<file path="src/rtl/pacman_motion_ctrl.sv">
// pacman_motion_ctrl
//   Frame-paced Pac-Man movement controller. On each rising edge of
//   screenEnd it tries to step the sprite one pixel. A buffered turn
//   request is tried first and the current heading second. Each candidate
//   position is checked against the screen bounds locally and against walls
//   through an external checker using a req/ack handshake.
// Ports
//   clk, reset                 100 MHz clock, synchronous active-high reset
//   screenEnd                  frame-boundary level (rising edge used)
//   BTNU/BTND/BTNL/BTNR        raw direction buttons
//   chkAck, chkBlocked         wall-checker answer (blocked valid with ack)
//   chkReq, chkX, chkY         wall-checker query
//   pacman_x, pacman_y         committed sprite position
//   curDir                     heading 0=up 1=down 2=left 3=right
//   moving                     last frame committed a step
//   moveDone                   one-cycle pulse at end of frame processing
//   frameOverrun               one-cycle pulse when a frame edge is dropped
module pacman_motion_ctrl #(
  parameter int START_X = 310,
  parameter int START_Y = 230,
  parameter int MAX_X   = 618,
  parameter int MAX_Y   = 458
) (
  input  logic       clk,
  input  logic       reset,
  input  logic       screenEnd,
  input  logic       BTNU,
  input  logic       BTND,
  input  logic       BTNL,
  input  logic       BTNR,
  input  logic       chkAck,
  input  logic       chkBlocked,
  output logic       chkReq,
  output logic [9:0] chkX,
  output logic [8:0] chkY,
  output logic [9:0] pacman_x,
  output logic [8:0] pacman_y,
  output logic [1:0] curDir,
  output logic       moving,
  output logic       moveDone,
  output logic       frameOverrun
);

  typedef enum logic [2:0] {
    S_IDLE, S_TRY_REQ, S_WAIT_REQ, S_TRY_CUR, S_WAIT_CUR, S_DONE
  } state_t;

  localparam logic [1:0] D_UP = 2'd0;
  localparam logic [1:0] D_DN = 2'd1;
  localparam logic [1:0] D_LT = 2'd2;
  localparam logic [1:0] D_RT = 2'd3;

  logic [3:0] r_btn_s1, r_btn_s2;   // {U,D,L,R}
  logic [1:0] r_reqDir;
  logic       r_reqValid;
  logic       r_scr_q;
  logic [1:0] r_tryDir;             // heading of the query in flight
  state_t     r_state;

  logic       w_tick;
  logic [1:0] w_dir;
  logic [9:0] w_cx;
  logic [8:0] w_cy;
  logic       w_ok;

  assign w_tick = screenEnd & ~r_scr_q;
  assign w_dir  = (r_state == S_TRY_REQ) ? r_reqDir : curDir;

  // Candidate one pixel away; the range test uses the current position so
  // the wrapped result of an underflow/overflow is never used.
  always_comb begin
    w_cx = pacman_x;
    w_cy = pacman_y;
    w_ok = 1'b0;
    case (w_dir)
      D_UP: begin w_cy = pacman_y - 9'd1;  w_ok = (pacman_y != 9'd0);        end
      D_DN: begin w_cy = pacman_y + 9'd1;  w_ok = (pacman_y < 9'(MAX_Y));    end
      D_LT: begin w_cx = pacman_x - 10'd1; w_ok = (pacman_x != 10'd0);       end
      default: begin w_cx = pacman_x + 10'd1; w_ok = (pacman_x < 10'(MAX_X)); end
    endcase
  end

  // Button synchronizers, turn buffer (U > D > L > R) and frame-edge register.
  always_ff @(posedge clk) begin
    if (reset) begin
      r_btn_s1   <= '0;
      r_btn_s2   <= '0;
      r_reqDir   <= D_RT;
      r_reqValid <= 1'b0;
      r_scr_q    <= 1'b0;
    end else begin
      r_btn_s1 <= {BTNU, BTND, BTNL, BTNR};
      r_btn_s2 <= r_btn_s1;
      r_scr_q  <= screenEnd;
      if (|r_btn_s2) begin
        r_reqValid <= 1'b1;
        r_reqDir   <= r_btn_s2[3] ? D_UP :
                      r_btn_s2[2] ? D_DN :
                      r_btn_s2[1] ? D_LT : D_RT;
      end
    end
  end

  always_ff @(posedge clk) begin
    if (reset) begin
      r_state      <= S_IDLE;
      r_tryDir     <= D_RT;
      pacman_x     <= 10'(START_X);
      pacman_y     <= 9'(START_Y);
      curDir       <= D_RT;
      moving       <= 1'b0;
      chkReq       <= 1'b0;
      chkX         <= '0;
      chkY         <= '0;
      moveDone     <= 1'b0;
      frameOverrun <= 1'b0;
    end else begin
      moveDone     <= 1'b0;
      frameOverrun <= w_tick && (r_state != S_IDLE);
      case (r_state)
        S_IDLE:
          if (w_tick)
            r_state <= (r_reqValid && r_reqDir != curDir) ? S_TRY_REQ : S_TRY_CUR;
        S_TRY_REQ, S_TRY_CUR: begin
          if (w_ok) begin
            chkX     <= w_cx;
            chkY     <= w_cy;
            chkReq   <= 1'b1;
            r_tryDir <= w_dir;
            r_state  <= (r_state == S_TRY_REQ) ? S_WAIT_REQ : S_WAIT_CUR;
          end else if (r_state == S_TRY_REQ) begin
            r_state <= S_TRY_CUR;
          end else begin
            moving   <= 1'b0;
            moveDone <= 1'b1;
            r_state  <= S_DONE;
          end
        end
        S_WAIT_REQ, S_WAIT_CUR:
          if (chkAck) begin
            chkReq <= 1'b0;
            if (!chkBlocked) begin
              // chkX/chkY still hold the candidate that was approved
              pacman_x <= chkX;
              pacman_y <= chkY;
              curDir   <= r_tryDir;
              moving   <= 1'b1;
              moveDone <= 1'b1;
              r_state  <= S_DONE;
            end else if (r_state == S_WAIT_REQ) begin
              r_state <= S_TRY_CUR;
            end else begin
              moving   <= 1'b0;
              moveDone <= 1'b1;
              r_state  <= S_DONE;
            end
          end
        S_DONE:  r_state <= S_IDLE;
        default: r_state <= S_IDLE;
      endcase
    end
  end

endmodule

</file>
<file path="config.mk">
export PLATFORM = sky130hd
export DESIGN_NAME = pacman_motion_ctrl
export DESIGN_NICKNAME = d
export VERILOG_FILES = /design/src/rtl/pacman_motion_ctrl.sv
export SDC_FILE = /design/constraint.sdc
export NUM_CORES = 1
export LEC_CHECK = 0
export BUFFER_PORTS_ARGS = -buffer_cell sky130_fd_sc_hd__buf_4
export CORE_MARGIN = 2
export CORE_UTILIZATION = 45
export DETAILED_ROUTE_END_ITERATION = 10
export GPL_TIMING_DRIVEN = 0
export PLACE_DENSITY = 0.71
export SETUP_SLACK_MARGIN = 0.05
export SYNTH_ARGS = -nofsm -noshare
export SYNTH_HDL_FRONTEND = slang
export SYNTH_SLANG_ARGS = --single-unit
</file>
<file path="constraint.sdc">
create_clock -name clk -period 3.9 [get_ports clk]
set_clock_uncertainty 0.2 [all_clocks]
set_input_delay 0.195 -clock clk [delete_from_list [all_inputs] [get_ports clk]]
set_output_delay 0.195 -clock clk [all_outputs]
set_load 0.01 [all_outputs]
</file>
==> results of run 1 <==
## logic make-up after synthesis
| family | after synthesis |
|---|---|
| adder cells (fa/ha/maj) | 9 |
| AND/OR/NAND/NOR | 154 |
| flip-flops | 61 |
| AO/OA/AOI/OAI | 100 |
| buffers and inverters | 32 |
| multiplexers | 9 |
| XOR/XNOR | 19 |
## routing by layer
layer	GRT usage [%]	vias up	routed length (um)
li1	-	1515	-
met1	32.20	1475	4132
met2	42.24	94	4497
met3	4.384	13	568
met4	11.85	0	167
met5	0	-	0
## cells in the mapped netlist (all sizes together), types with 4 or more instances
| cell | number | area, um^2 |
|---|---|---|
| ha | 8 | 100.1 |
| a311oi | 6 | 52.55 |
| dfxtp | 61 | 1221 |
| nand4 | 6 | 37.54 |
| nor4 | 4 | 40.04 |
| a211oi | 10 | 100.1 |
| nand3 | 17 | 85.08 |
| inv | 6 | 22.52 |
| or4 | 5 | 37.54 |
| nand2b | 4 | 25.02 |
| mux2i | 7 | 82.58 |
| buf | 6 | 46.29 |
| xnor2 | 14 | 122.6 |
| o31ai | 7 | 52.55 |
| nor2b | 12 | 75.07 |
| o21ai | 13 | 65.06 |
| nor3 | 9 | 45.04 |
| nor2 | 14 | 60.06 |
| a21oi | 45 | 225.2 |
| xor2 | 5 | 43.79 |
| clkbuf | 20 | 75.07 |
| nand2 | 68 | 255.2 |
## stage by stage
stage	TNS [ps]	util (%)	hold slack [ps]	instances	instance area (um^2)
after CTS	0	57.71	16.68	552	3943
after global routing	0	57.75	48.29	552	3945
after global placement	-8.070	54.45	205.9	532	3720
after detailed placement	-49.01	54.45	210.9	532	3720
after floorplan	0	-	123.2	384	3209
final	0	57.75	30.95	552	3945
## power groups by stage
stage | clock (uW) | combinational [uW] | sequential (uW)
global route | 549 | 1210 | 908
detailed placement | 0 | 1080 | 902
finish | 509 | 1100 | 891
CTS | 515 | 1090 | 889
floorplan | 0 | 679 | 923
global placement | 0 | 1060 | 898
## final cells by class
class	instances	share of cell area [%]
Timing Repair Buffer	57	11.16
Clock inverter	6	0.9832
Buffer	25	2.981
Sequential cell	61	30.95
Clock buffer	10	3.489
Multi-Input combinational cell	291	46.81
Inverter	6	0.5709
Tap cell	96	3.045
## worst min-delay path: stages
cell and delay [ps]:
buf_4 110, a21o_1 130, a2111oi_0 90
## what timing repair did
action,4_1_cts,5_1_grt
endpoints found under the hold margin,6,0
endpoints found under the setup margin,2,2
hold buffers,5,0
resized for setup,0,1
## sequential cells by signal (all words and copies together) (netlist names), 2 cells and up
| name | flops |
|---|---|
| chkX | 10 |
| chkY | 9 |
| curDir | 2 |
| pacman_x | 10 |
| pacman_y | 9 |
| r_btn_s1 | 4 |
| r_btn_s2 | 4 |
| r_reqDir | 2 |
| r_state | 3 |
| r_tryDir | 2 |
## path summary, 6_finish.rpt
kind	startpoint	to	slack, ps	cells past startpoint
worst min-delay path	chkAck	r_state[1]$_SDFFE_PP0P_	30	3
worst max register to register	r_state[2]$_SDFFE_PP0P_	chkY[8]$_SDFFE_PP0P_	280	11
worst max-delay path	r_state[2]$_SDFFE_PP0P_	chkY[8]$_SDFFE_PP0P_	280	11
worst min register to register	r_btn_s2[3]$_SDFF_PP0_	r_reqDir[0]$_SDFFE_PP1P_	240	1
==> impl_metrics.toml, run 1 <==
[power]
combPwrFrac_pct = 44.0
peakVddDrop_mv = 0.2812
powerDensity_nw_per_um2 = 634.2
swShare_pct = 40.89
p_int_uw = 1479
p_leak_uw = 0.001522
p_seq_share_pct = 35.6
p_sw_uw = 1023
clockPowerShare_pct = 20.4
p_total_uw = 2502

[logic_synthesis]
seq_area_frac_synth_pct = 38.05
synthCells = 384
synth-async-reset-ratio_pct = 0
yosysWarnings = 0
synth.area.mux_share_pct = 3.392
syn_avg_cell_area_um2 = 8.358
syn_area_um2 = 3209
synthAdderAreaFrac_pct = 3.743
synth_nets = 402
synthSimpleGateAreaFrac_pct = 23.90
synth_compound_area_share_pct = 21.25
synth_ff_type = "dfxtp_1"
synthDistinctLibCells = 54
synth_top_family_by_area = "simple AND/OR/NAND/NOR gates"
synth-seq-cells = 61
synth-edff-count = 0
synth-xor-area-share_pct = 5.185

[detailed_routing]
drtPass1Iterations = 4
avgViaCountPerCell = 5.611
drt_iter0_markers = 223
vias = 3097
drcViolationCount = 0
routed_wl_mm = 9.365
avgRoutedWirePerCell_um = 16.97
ant_nets = 0

[worst_setup_path]
max_stage_delay_ps = 460
cp-start-kind = "flop"
critical_path.top_delay_family = "compound AO/OA/AOI/OAI gates"
cp.required_ps = 3930
path_cells = "or3b_1, buf_6, mux2i_4, nand2_2, fa_1, a21oi_1, o2111ai_1, o31ai_1, mux2i_1, xnor2_1, a21oi_1"
path_common_cell = "a21oi_1"
cp.arrival_ps = 3650
crit_slowest_cell = "fa_1"
cp_max_fo = 13
worstSetupPathType = "flop to flop"
cp-end-kind = "flop"
critical_path_buf_inv_count = 1

[die]
die_w_um = 88.45
fp-row-count = 30
die_h_um = 88.45
coreArea_um2 = 6832
pin_count = 53
dieArea_um2 = 7823
initial_utilization_pct = 46.98

[clock_tree]
clkSinkCount = 61
insertion_delay_ps = 350
cts_tree = "done"
cts_max_path_buffers = 2
cts-htree-levels = 3
cts_inserted_buffers = 9
post_cts_buffers = 0
clk_pin_slew_ps = 70
cts-root-buf = "clkbuf_8"

[sta]
fin_ws_ps = 276.1
timing.fmax_ghz = 0.2759
fin_crit_ps = 3624
finalCritPeriodShare_pct = 92.92
rsz0062_at_grt = "no"
final-setup-viol-count = 0
worst_pin_slew_ps = 882.4
hold_viol_final = 0
slew_viol_final = 0
max-slew-margin-rel_pct = 40.63

[place]
place.gp.congestion = 0.9225
dp_hpwl_mm = 6.403
pre_cts_ws_ps = -49.01
portBuffers = 52

[global_routing]
grt_remaining_overflow = 0
grt_pass1_vias = 2975
grt_max_degree = 14
antenna_found_initial = 0
grt_pass1_wl_mm = 14.95
grt_usage_pct = 25.44

[final_layout]
final_cell_mix = "nand2_1 (67), dfxtp_1 (61), buf_4 (52)"
multiInputGateArea_um2 = 1847
area_growth_pct = 22.92
fill_cells = 680
num-nets-final = 469
regArea_um2 = 1221
final_common_cell = "nand2_1"
drive_above_1_share_pct = 19.30
n_antenna_cell = 0

[hold_path]
min-delay-path-class = "primary input to flop"

[run_status]
status = "finished, final reports clean"

[job]
cap_violations = 0
(Power assumes the default switching activity.)
==> run 2: changes to the inputs <==
--- a/config.mk
+++ b/config.mk
@@ -8,9 +8,12 @@
 export BUFFER_PORTS_ARGS = -buffer_cell sky130_fd_sc_hd__buf_4
 export CORE_MARGIN = 2
 export CORE_UTILIZATION = 45
+export CTS_CLUSTER_DIAMETER = 50
 export DETAILED_ROUTE_END_ITERATION = 10
 export GPL_TIMING_DRIVEN = 0
 export PLACE_DENSITY = 0.71
+export RECOVER_POWER = 25
+export REMOVE_ABC_BUFFERS = 1
 export SETUP_SLACK_MARGIN = 0.05
 export SYNTH_ARGS = -nofsm -noshare
 export SYNTH_HDL_FRONTEND = slang
==> impl_metrics.toml, run 2 (same netlist as run 1, synthesis figures left out) <==
[worst_setup_path]
critical_path.top_delay_family = "compound AO/OA/AOI/OAI gates"
cp.required_ps = 3900
cp-start-kind = "flop"
path_common_cell = "a21oi_1"
worstSetupPathType = "flop to flop"
critical_path_buf_inv_count = 0
max_stage_delay_ps = 530
cp.arrival_ps = 3540
cp_max_fo = 11
crit_slowest_cell = "or3b_4"
cp-end-kind = "flop"
r2r_slack_ps = 360
path_cells = "or3b_4, mux2i_4, nand2_2, fa_1, a21oi_1, o2111ai_1, o31ai_1, mux2i_1, xnor2_1, a21oi_1"

[detailed_routing]
drcViolationCount = 0
vias = 2994
drt_iter0_markers = 197
drtPass1Iterations = 5
avgViaCountPerCell = 5.649
routed_wl_mm = 8.298
ant_nets = 0
avgRoutedWirePerCell_um = 15.66

[clock_tree]
insertion_delay_ps = 340
cts-htree-levels = 3
cts_max_path_buffers = 2
clk_pin_slew_ps = 70
clkSinkCount = 61
cts_inserted_buffers = 9
cts_tree = "done"
cts-root-buf = "clkbuf_8"

[sta]
fin_crit_ps = 3543
hold_viol_final = 0
final-setup-viol-count = 0
rsz0062_at_grt = "no"
fin_setup_tns_ps = 0
worst_pin_slew_ps = 1367
finalCritPeriodShare_pct = 90.84
timing.fmax_ghz = 0.2823
max-slew-margin-rel_pct = 8.707
slew_viol_final = 0
timing.hold.ws_ps = 52.04

[die]
die_h_um = 88.45
initial_utilization_pct = 46.98
fp-row-count = 30
coreArea_um2 = 6832
pin_count = 53
dieArea_um2 = 7823
die_w_um = 88.45

[global_routing]
grt_max_degree = 40
grt_usage_pct = 22.13
antenna_found_initial = 0
grt_remaining_overflow = 0
grt_pass1_vias = 2808
grt_pass1_wl_mm = 13.48

[final_layout]
final_common_cell = "nand2_1"
area_growth_pct = 20.04
top_regs = "chkX: 10 flops, pacman_x: 10 flops"
n_antenna_cell = 0
final_core_util_pct = 56.39
drive_above_1_share_pct = 16.82
final_cell_mix = "nand2_1 (67), dfxtp_1 (61), a21oi_1 (45)"
num-nets-final = 447

[place]
portBuffers = 52
place.gp.congestion = 0.9154
dp_hpwl_mm = 5.211

[power]
p_leak_uw = 0.001447
powerDensity_nw_per_um2 = 645.9
peakVddDrop_mv = 0.4171

[hold_path]
min-delay-path-class = "primary input to flop"

[job]
cap_violations = 0

[run_status]
status = "finished, final reports clean"
run 2: cell types whose count changed in the layout (fill, tap and decap cells not counted), sizes merged:
| cell | previous run | this run |
|---|---|---|
| mux2i | 7 | 8 |
| clkbuf | 29 | 33 |
| buf | 58 | 34 |
| clkinv | 4 | 1 |
| clkinvlp | 2 | 1 |
| bufinv | 0 | 1 |
run 2: metrics by stage:
| stage | total power, uW | worst slack, ps | cell area, um^2 | cells |
|---|---|---|---|---|
| finish | 2488 | 357.1 | 3852 | 530 |
| global route | 2657 | 109.4 | 3852 | 530 |
| CTS | 2525 | 88.78 | 3876 | 528 |
| detailed placement | 1909 | -269.3 | 3598 | 506 |
| global placement | 1883 | -259.8 | 3598 | 506 |
| floorplan | 1546 | 331.4 | 3088 | 358 |
run 2: timing repair:
action                     4_1_cts  5_1_grt
resized for setup                1        3
hold endpoints to repair         6        0
buffers inserted                 0        2
hold buffers                     5        0
cloned                           1        0
setup endpoints to repair       18        5
run 2: power by group:
group	total, uW	switching (uW)	internal (uW)	leakage, uW
Sequential	926	164	762	0.000500
Clock	592	245	347	0.000106
Combinational	970	558	412	0.000841
run 2: worst min-delay path: stages:
cell and delay (ps):
buf_4 110, a21o_1 130, a2111oi_0 90
run 2: metal layers:
metal,vias up,GRT usage [%],share of wire [%],wire (um)
li1,1474,-,-,-
met1,1399,28.68,45,3721
met2,103,36.02,48,3985
met3,18,5.784,5.9,491
met4,0,7.300,1.2,99
met5,-,0,0,0
run 2: path summary, 6_finish.rpt:
path         cells after the start                    start                      end
min                              3                   chkAck  r_state[1]$_SDFFE_PP0P_
max                             10  r_state[0]$_SDFFE_PP0P_     chkY[8]$_SDFFE_PP0P_
max reg2reg                     10  r_state[0]$_SDFFE_PP0P_     chkY[8]$_SDFFE_PP0P_
min reg2reg                      1   r_btn_s1[1]$_SDFF_PP0_   r_btn_s2[1]$_SDFF_PP0_
run 2: layout make-up:
cell class,instances,area [um^2]
fillers,669,2979
multi-input cells,292,1878
flip-flops and latches,61,1221
repair buffers,59,399.1
clock buffers,13,168.9
well taps,96,120.1
clock inverters,3,42.54
inverters,6,22.52
==> run 3: changes to the inputs <==
==> constraint.sdc (replaced) <==
create_clock -name clk -period 3.9 [get_ports clk]
set_clock_uncertainty 0.2 [all_clocks]
set_input_delay 0.39 -clock clk [delete_from_list [all_inputs] [get_ports clk]]
set_output_delay 0.39 -clock clk [all_outputs]
set_load 0.01 [all_outputs]
==> impl_metrics.toml, run 3 (same netlist as run 1, synthesis figures left out) <==
[worst_setup_path]
max_stage_delay_ps = 530
critical_path.top_delay_family = "compound AO/OA/AOI/OAI gates"
r2r-start = "r_state[0]$_SDFFE_PP0P_"
cp.required_ps = 3900
critical_path_buf_inv_count = 0
worstRegToRegCells = 10
path_common_cell = "a21oi_1"
cp-end-kind = "flop"
cp-start-kind = "flop"
cp.arrival_ps = 3540
reg2reg_to = "chkY[8]$_SDFFE_PP0P_"
r2r_slack_ps = 360
crit_slowest_cell = "or3b_4"
path_cells = "or3b_4, mux2i_4, nand2_2, fa_1, a21oi_1, o2111ai_1, o31ai_1, mux2i_1, xnor2_1, a21oi_1"
worstSetupPathType = "flop to flop"
startpoint = "r_state[0]$_SDFFE_PP0P_"
cp_max_fo = 11

[sta]
finalCritPeriodShare_pct = 90.78
worst_pin_slew_ps = 2011
rsz0062_at_grt = "no"
max-slew-margin-rel_pct = -34.05
final-setup-viol-count = 0
fin_crit_ps = 3540
slew_viol_final = 40
timing.fmax_ghz = 0.2825
timing.hold.ws_ps = 65.99
hold_viol_final = 0

[final_layout]
final_cells = 525
area_growth_pct = 18.48
final_common_cell = "nand2_1"
n_antenna_cell = 0
top_regs = "chkX: 10 flops, pacman_x: 10 flops"
drive_above_1_share_pct = 17.02
finalInstanceArea_um2 = 3802
fill_cells = 676
final_core_util_pct = 55.66
num-nets-final = 442
final_cell_mix = "nand2_1 (67), dfxtp_1 (61), a21oi_1 (45)"

[detailed_routing]
vias = 2942
avgRoutedWirePerCell_um = 15.69
routed_wl_mm = 8.236
drtPass1Iterations = 4
ant_nets = 0
drcViolationCount = 0
avgViaCountPerCell = 5.604
drt_iter0_markers = 159

[place]
portBuffers = 52
placed_cell_area_um2 = 3598
place_inst = 506
dp_hpwl_mm = 5.211
place.gp.congestion = 0.9154

[global_routing]
grt_pass1_vias = 2791
grt_max_degree = 40
grt_remaining_overflow = 0
grt_pass1_wl_mm = 13.41
grt_usage_pct = 22.04
antenna_found_initial = 0

[die]
die_w_um = 88.45
coreArea_um2 = 6832
dieArea_um2 = 7823
initial_utilization_pct = 46.98
pin_count = 53
fp-row-count = 30
die_h_um = 88.45

[power]
p_leak_uw = 0.001427
powerDensity_nw_per_um2 = 653.6
p_total_uw = 2485
peakVddDrop_mv = 0.4167

[hold_path]
hold_end = "r_btn_s1[3]$_SDFF_PP0_"
min-delay-start = "BTNU"
min-delay-path-class = "primary input to flop"
hold_depth = 2

[clock_tree]
clkSinkCount = 61
insertion_delay_ps = 340
cts-root-buf = "clkbuf_8"
cts_max_path_buffers = 2
cts_tree = "done"
clk_pin_slew_ps = 70
postCtsHoldBufs = 0
cts_inserted_buffers = 9
cts-htree-levels = 3

[job]
cap_violations = 1

[run_status]
status = "finished with violations"
violations = "max-capacitance violations, max-slew violations"
## run 3: cell type report
| cell class | count | area (um^2) | area share (%) |
|---|---|---|---|
| Multi-Input combinational cell | 292 | 1878 | 49.39 |
| Sequential cell | 61 | 1221 | 32.12 |
| Timing Repair Buffer | 54 | 349.1 | 9.181 |
| Clock buffer | 13 | 168.9 | 4.442 |
| Tap cell | 96 | 120.1 | 3.159 |
| Clock inverter | 3 | 42.54 | 1.119 |
| Inverter | 6 | 22.52 | 0.5923 |
## run 3: per-layer routing
metal / wire length [um] / up-vias / track usage [%] / share of wire [%]
met2: 4056 / 94 / 36.02 / 49
met1: 3602 / 1375 / 28.39 / 44
met5: 0 / - / 0 / 0
met4: 51 / 0 / 7.300 / 0.62
li1: - / 1465 / - / -
met3: 525 / 8 / 5.784 / 6.4
## run 3: stage by stage
step	setup TNS, ps	setup slack [ps]
after global placement	-427.2	-259.8
after detailed placement	-549.9	-269.3
final	0	359.7
after floorplan	0	331.4
after global routing	0	109.4
after CTS	0	88.78
## run 3: worst reg2reg max path, delay by kind of cell (launching register included)
family | cells | cell delay (ps)
mux | 2 | 570
fa+ha+maj | 1 | 440
simple gates | 2 | 740
flops | 1 | 510
compound gates | 4 | 820
xor+xnor | 1 | 130
## run 3: power by group
| group | switching (uW) | internal [uW] |
|---|---|---|
| clock | 244 | 347 |
| sequential | 164 | 763 |
| combinational | 557 | 411 |
## run 3: timing repair
action	4_1_cts	5_1_grt
endpoints found under the setup margin	18	5
pin swaps	0	0
resized for setup	1	3
cloned	1	0
setup buffers	0	2
## run 3: how the worst max path moves through the flow
stage                                 endpoint  cells past startpoint
final                     chkY[8]$_SDFFE_PP0P_                     10
after global routing      chkY[8]$_SDFFE_PP0P_                     10
after CTS                 chkY[8]$_SDFFE_PP0P_                     10
after detailed placement  chkY[8]$_SDFFE_PP0P_                     10
after global placement    chkY[8]$_SDFFE_PP0P_                     10
after floorplan           chkY[8]$_SDFFE_PP0P_                     10
